File: config.mk
export PLATFORM = sky130hd
export DESIGN_NAME = tft_spi_tx_flat
export DESIGN_NICKNAME = d
export VERILOG_FILES = /design/src/rtl/tft_spi_tx_if.sv /design/src/rtl/tft_spi_tx.sv /design/src/flat_wrapper.sv
export SDC_FILE = /design/constraint.sdc
export NUM_CORES = 1
export LEC_CHECK = 0
export BUFFER_PORTS_ARGS = -buffer_cell sky130_fd_sc_hd__clkbuf_2
export CAP_MARGIN = 40
export CORE_MARGIN = 10
export CORE_UTILIZATION = 45
export CTS_CLUSTER_SIZE = 8
export DETAILED_ROUTE_END_ITERATION = 6
export PLACE_DENSITY = 0.65
export SLEW_MARGIN = 40
export SYNTH_ARGS = -nofsm -noshare
export SYNTH_HDL_FRONTEND = slang
export SYNTH_SLANG_ARGS = --single-unit
export TNS_END_PERCENT = 5
File: constraint.sdc
create_clock -name clk -period 2.9 [get_ports clk]
set_clock_uncertainty 0.05 [all_clocks]
set_input_delay 0.145 -clock clk [delete_from_list [all_inputs] [get_ports clk]]
set_output_delay 0.145 -clock clk [all_outputs]
set_load 0.005 [all_outputs]
File: src/rtl/tft_spi_tx_if.sv
// Client-side handshake for the TFT SPI transmitter.
//   tft_transmit : one-cycle request strobe (client -> transmitter)
//   tft_dc       : 0 = command byte, 1 = data byte, sampled with the strobe
//   tft_data     : byte to send, sampled with the strobe
//   tft_busy     : high while a byte is in flight (transmitter -> client)
// The client may strobe only when both tft_busy and tft_transmit are low.
interface tft_spi_tx_if;
  logic       tft_transmit;
  logic       tft_dc;
  logic [7:0] tft_data;
  logic       tft_busy;

  modport master (
    output tft_transmit,
    output tft_dc,
    output tft_data,
    input  tft_busy
  );

  modport slave (
    input  tft_transmit,
    input  tft_dc,
    input  tft_data,
    output tft_busy
  );
endinterface

File: src/rtl/tft_spi_tx.sv
// Byte serialiser for the TFT controller's 4-wire SPI bus (SPI mode 0, MSB first).
// One byte per request. CS is held low for CS_HOLD idle cycles after each byte so
// back-to-back bytes from the drawing clients share a single CS assertion.
//
// Parameters:
//   CLK_DIV : clk cycles per SCK half-period (1..255)
//   CS_HOLD : idle clk cycles CS stays low after a byte; 0 = release after every byte
// Ports:
//   clk, rst : system clock, synchronous active-high reset
//   bus      : client handshake (tft_transmit / tft_dc / tft_data in, tft_busy out)
//   spi_sck  : SPI clock, idles low
//   spi_mosi : serial data, changes only at accept or on SCK falling edges
//   spi_cs   : chip select, active low
//   spi_dc   : display DC pin, updated only when a byte is accepted
// All outputs come straight from flops.
module tft_spi_tx #(
  parameter int unsigned CLK_DIV = 2,
  parameter int unsigned CS_HOLD = 4
) (
  input  logic        clk,
  input  logic        rst,
  tft_spi_tx_if.slave bus,
  output logic        spi_sck,
  output logic        spi_mosi,
  output logic        spi_cs,
  output logic        spi_dc
);

  localparam int unsigned DivW  = $clog2(CLK_DIV + 1);
  localparam int unsigned HoldW = (CS_HOLD > 0) ? $clog2(CS_HOLD + 1) : 1;
  localparam logic [DivW-1:0]  DivLast  = DivW'(CLK_DIV - 1);
  localparam logic [HoldW-1:0] HoldLast = (CS_HOLD > 0) ? HoldW'(CS_HOLD - 1) : '0;
  localparam bit               HoldEn   = (CS_HOLD > 0);

  typedef enum logic [2:0] {
    StIdle,
    StLow,
    StHigh,
    StGap,
    StHold
  } state_e;

  state_e            state_q, state_d;
  logic [DivW-1:0]   div_q, div_d;
  logic [2:0]        bit_q, bit_d;
  logic [HoldW-1:0]  hold_q, hold_d;
  // MOSI is the MSB of the shift register, so it is registered without a separate flop.
  logic [7:0]        shift_q, shift_d;
  logic              sck_q, sck_d;
  logic              cs_q, cs_d;
  logic              dc_q, dc_d;
  logic              busy_q, busy_d;

  logic div_last;
  logic accept;

  assign div_last = (div_q == DivLast);
  // Requests are only seen when nothing is in flight; strobes while busy are dropped.
  assign accept   = bus.tft_transmit && ((state_q == StIdle) || (state_q == StHold));

  always_comb begin
    state_d = state_q;
    div_d   = div_q;
    bit_d   = bit_q;
    hold_d  = hold_q;
    shift_d = shift_q;
    sck_d   = sck_q;
    cs_d    = cs_q;
    dc_d    = dc_q;
    busy_d  = busy_q;

    unique case (state_q)
      StIdle, StHold: begin
        if (accept) begin
          // A request in HOLD wins over the CS release, so CS never blips high.
          shift_d = bus.tft_data;
          dc_d    = bus.tft_dc;
          cs_d    = 1'b0;
          sck_d   = 1'b0;
          busy_d  = 1'b1;
          div_d   = '0;
          bit_d   = '0;
          hold_d  = '0;
          state_d = StLow;
        end else if (state_q == StHold) begin
          if (hold_q == HoldLast) begin
            cs_d    = 1'b1;
            hold_d  = '0;
            state_d = StIdle;
          end else begin
            hold_d = hold_q + HoldW'(1);
          end
        end
      end

      StLow: begin
        if (div_last) begin
          sck_d   = 1'b1;
          div_d   = '0;
          state_d = StHigh;
        end else begin
          div_d = div_q + DivW'(1);
        end
      end

      StHigh: begin
        if (div_last) begin
          sck_d = 1'b0;
          div_d = '0;
          if (bit_q == 3'd7) begin
            state_d = StGap;
          end else begin
            // Next bit appears on the falling edge, stable through the next high phase.
            bit_d   = bit_q + 3'd1;
            shift_d = {shift_q[6:0], 1'b0};
            state_d = StLow;
          end
        end else begin
          div_d = div_q + DivW'(1);
        end
      end

      StGap: begin
        // SCK held low for one extra half-period before the byte is declared done.
        if (div_last) begin
          div_d  = '0;
          busy_d = 1'b0;
          if (HoldEn) begin
            hold_d  = '0;
            state_d = StHold;
          end else begin
            cs_d    = 1'b1;
            state_d = StIdle;
          end
        end else begin
          div_d = div_q + DivW'(1);
        end
      end

      default: begin
        state_d = StIdle;
      end
    endcase
  end

  always_ff @(posedge clk) begin
    if (rst) begin
      state_q <= StIdle;
      div_q   <= '0;
      bit_q   <= '0;
      hold_q  <= '0;
      shift_q <= '0;
      sck_q   <= 1'b0;
      cs_q    <= 1'b1;
      dc_q    <= 1'b0;
      busy_q  <= 1'b0;
    end else begin
      state_q <= state_d;
      div_q   <= div_d;
      bit_q   <= bit_d;
      hold_q  <= hold_d;
      shift_q <= shift_d;
      sck_q   <= sck_d;
      cs_q    <= cs_d;
      dc_q    <= dc_d;
      busy_q  <= busy_d;
    end
  end

  assign bus.tft_busy = busy_q;
  assign spi_sck      = sck_q;
  assign spi_mosi     = shift_q[7];
  assign spi_cs       = cs_q;
  assign spi_dc       = dc_q;

endmodule

File: src/flat_wrapper.sv
// flat-port wrapper written by rule: the top's interface ports become plain ports
module tft_spi_tx_flat 
#(
  parameter int unsigned CLK_DIV = 2,
  parameter int unsigned CS_HOLD = 4
)
  (clk, rst, spi_sck, spi_mosi, spi_cs, spi_dc, bus_tft_transmit, bus_tft_dc, bus_tft_data, bus_tft_busy);
  tft_spi_tx_if bus_i ();
  input  logic clk;
  input  logic rst;
  output logic spi_sck;
  output logic spi_mosi;
  output logic spi_cs;
  output logic spi_dc;
  input wire logic [$bits(bus_i.tft_transmit)-1:0] bus_tft_transmit;
  input wire logic [$bits(bus_i.tft_dc)-1:0] bus_tft_dc;
  input wire logic [$bits(bus_i.tft_data)-1:0] bus_tft_data;
  output wire logic [$bits(bus_i.tft_busy)-1:0] bus_tft_busy;
  assign bus_i.tft_transmit = bus_tft_transmit;
  assign bus_i.tft_dc = bus_tft_dc;
  assign bus_i.tft_data = bus_tft_data;
  assign bus_tft_busy = bus_i.tft_busy;
  tft_spi_tx #(.CLK_DIV(CLK_DIV), .CS_HOLD(CS_HOLD)) u_core (.clk(clk), .rst(rst), .bus(bus_i), .spi_sck(spi_sck), .spi_mosi(spi_mosi), .spi_cs(spi_cs), .spi_dc(spi_dc));
endmodule
==> flow_summary.ini <==
[outcome]
status = completed

[routing]
postRouteWirelength_mm = 2.68
drtIter0Drc = 93
vias_per_cell = 5.98
vias = 1022
postRouteAntennaNets = 0
wl_per_cell_um = 15.7
drc = 0
dr.pass1.iters = 4

[sta]
slew_viol_final = 0
finalHoldViolCount = 0
period_minus_slack_ps = 1870
relSlewSlack_pct = 64.9
fin_tns_setup_ps = 0
rsz0062_at_grt = no
fin_crit_sh_pct = 64.6
setup_viol = 0
tightestPinTransition_ps = 525
fmax_ghz = 0.534

[global_routing]
gr-usage-met2_pct = 19.4
grt_start_max_net_pins = 22
grt_util_met1_pct = 12.9
busiest_layer = met2
grt_pass1_wl_mm = 4.84
track_usage_pct = 10.9
antenna_found_initial = 0
grt_use_met3_pct = 1.79
grt_pass1_vias = 1102
overflow = 0

[logic_synthesis]
yosys_register_bits = 23
syn_area_um2 = 1180
syn-mean-instance-area_um2 = 9.40
ys_seq_area_share_pct = 38.9
synth_nets = 141
synth_async_sr_flop_share_pct = 0
syn_inst = 126
ys_warn_count = 0
synth_cell_type_count = 41
synth-edff-count = 0
synth_ff_type = dfxtp_1

[cells_and_area]
nFillCells = 255
final_layout_size_suffix_gt1_share_pct = 19.9
final_cell_mix = 23 x dfxtp_1, 16 x clkbuf_2, 10 x mux2i_1, 9 x nor2_1, 9 x nand2_1
instances_no_fill = 171
final_common_cell = dfxtp_1
final_nets = 157
area_delta_synth_final_pct = 10.5
num_antenna_cells = 0

[cts]
clock_sinks = 23
hold_buffers = 2
cts_made_buffers = 3
clkTransAtPathRegs_ps = 120
htreeDepth = 1
ctsResizeCount = 0
postCtsSetupBuffers = 0
cts_tree = yes
clk_latency_ps = 310
ctsLongestPathBuffers = 2
root_buffer = clkbuf_4

[worst_setup_path]
critPathMaxFanout = 8
slowest_delay_ps = 360
crit_path_cell_trace = ha_1 > ha_1 > nor3b_1 > nand2_1 > a221oi_1
rr_endpoint = u_core.shift_q[4]
worstPathArrival_ps = 2040
critPathKind = reg -> reg
crit_family = simple AND/OR/NAND/NOR gates
endpoint_kind = flop
reg2regPathDepth = 5
cp-start-kind = flop
cp.required_ps = 3070
cpMostUsedCell = ha_1
r2r_slack_ps = 1030
reg2reg_from = u_core.bit_q[0]
cp_slowest_cell = dfxtp_1
crit_buf_inv = 0

[place]
dp_hpwl_mm = 1.86
gp_congestion = 0.839
numPortBuffers = 16
dp_cells = 165

[job]
drv_cap = 0

[die]
ioPinCount = 17
die_h_um = 71.3
row_count = 18
dieArea_um2 = 5090
dieWidth_um = 71.3
core_area_um2 = 2500
initial_core_util_pct = 47.4

[power_and_ir_drop]
power.leakage_nw = 0.563
power_density_nw_per_um2 = 536
power.total_mw = 0.701
ir_drop_mv = 0.328

[worst_hold_path]
hold_start = bus_tft_data[6]
min_path_type = in -> reg
whs_endpoint = u_core.shift_q[6]
min_delay_path_depth = 3
## metrics by stage
stage	utilization, %	hold slack, ps	setup slack [ps]	area (µm²)
global route	52.4	131	827	1310
floorplan	-	231	1210	1180
CTS	52.4	108	1030	1310
detailed placement	50.5	330	1050	1260
global placement	50.5	319	1120	1260
finish	52.4	112	1030	1310
## worst register-to-register path, stage by stage, from the launching register on
cell and delay, ps:
dfxtp_1 360, ha_1 200, ha_1 220, nor3b_1 340
nand2_1 270, a221oi_1 350
## power by group
| part | internal, mW | leakage (nW) | switching, mW | total, mW |
|---|---|---|---|---|
| clock | 0.0538 | 0.0150 | 0.0968 | 0.151 |
| sequential | 0.347 | 0.189 | 0.0368 | 0.384 |
| combinational | 0.0816 | 0.359 | 0.0849 | 0.167 |
## metal layers
| metal | wire length [µm] | up-vias |
|---|---|---|
| met5 | 0 | - |
| met4 | 31 | 0 |
| met3 | 72 | 4 |
| met2 | 1340 | 19 |
| met1 | 1240 | 494 |
| li1 | - | 505 |
## synthesized netlist by cell type, types with 2 or more instances
cell | count | area (µm²)
nand2b_1 | 2 | 12.5
a21oi_1 | 8 | 40.0
nand4_1 | 3 | 18.8
nor3_1 | 2 | 10.0
a221oi_1 | 7 | 61.3
clkbuf_1 | 3 | 11.3
nand3b_1 | 4 | 30.0
buf_2 | 2 | 10.0
or3b_2 | 2 | 17.5
buf_4 | 2 | 15.0
mux2i_1 | 10 | 100
nor2b_1 | 2 | 12.5
nor2_1 | 9 | 33.8
nand3_1 | 3 | 15.0
nand2_1 | 9 | 33.8
nor3b_1 | 3 | 22.5
dfxtp_1 | 23 | 460
o21ai_0 | 3 | 15.0
o21bai_1 | 2 | 15.0
ha_1 | 3 | 37.5
o211ai_1 | 3 | 22.5
inv_1 | 2 | 7.51
## worst max-delay path by stage
stage / startpoint / to / slack, ps / cells past startpoint
after global placement: u_core.bit_q[0] / u_core.shift_q[5] / 1120 / 5
final: u_core.bit_q[0] / u_core.shift_q[4] / 1030 / 5
after global routing: u_core.bit_q[0] / u_core.shift_q[4] / 830 / 5
after floorplan: u_core.bit_q[0] / u_core.shift_q[5] / 1210 / 5
after CTS: u_core.bit_q[0] / u_core.shift_q[4] / 1030 / 5
after detailed placement: u_core.bit_q[0] / u_core.shift_q[4] / 1050 / 5
## registers in the layout, indices dropped and copies added, names as in the netlist
register,count
u_core.shift_q,8
u_core.bit_q,3
u_core.hold_q,3
u_core.state_q,3
u_core.div_q,2
u_core.bus.tft_busy,1
u_core.spi_cs,1
u_core.spi_dc,1
u_core.spi_sck,1
## kinds of logic (layout without fill, tap and decap cells)
family	count (synthesis)	in the layout	share of synthesized area (%)
buffers and inverters	10	25	4.65
adder cells (fa/ha/maj)	3	3	3.17
AO/OA/AOI/OAI	34	34	21.5
flip-flops	23	23	38.9
multiplexers	10	10	8.45
AND/OR/NAND/NOR	46	46	23.3
## cell type report
class	instances	area, µm²	share of cell area (%)
tap	30	37.5	2.87
sequential	23	460	35.2
multi-input combinational	93	669	51.1
clock buffer	4	26.3	2.01
inverter	2	7.51	0.574
timing repair buffer	19	108	8.22
Note: power is estimated with default switching activity, not from simulation.
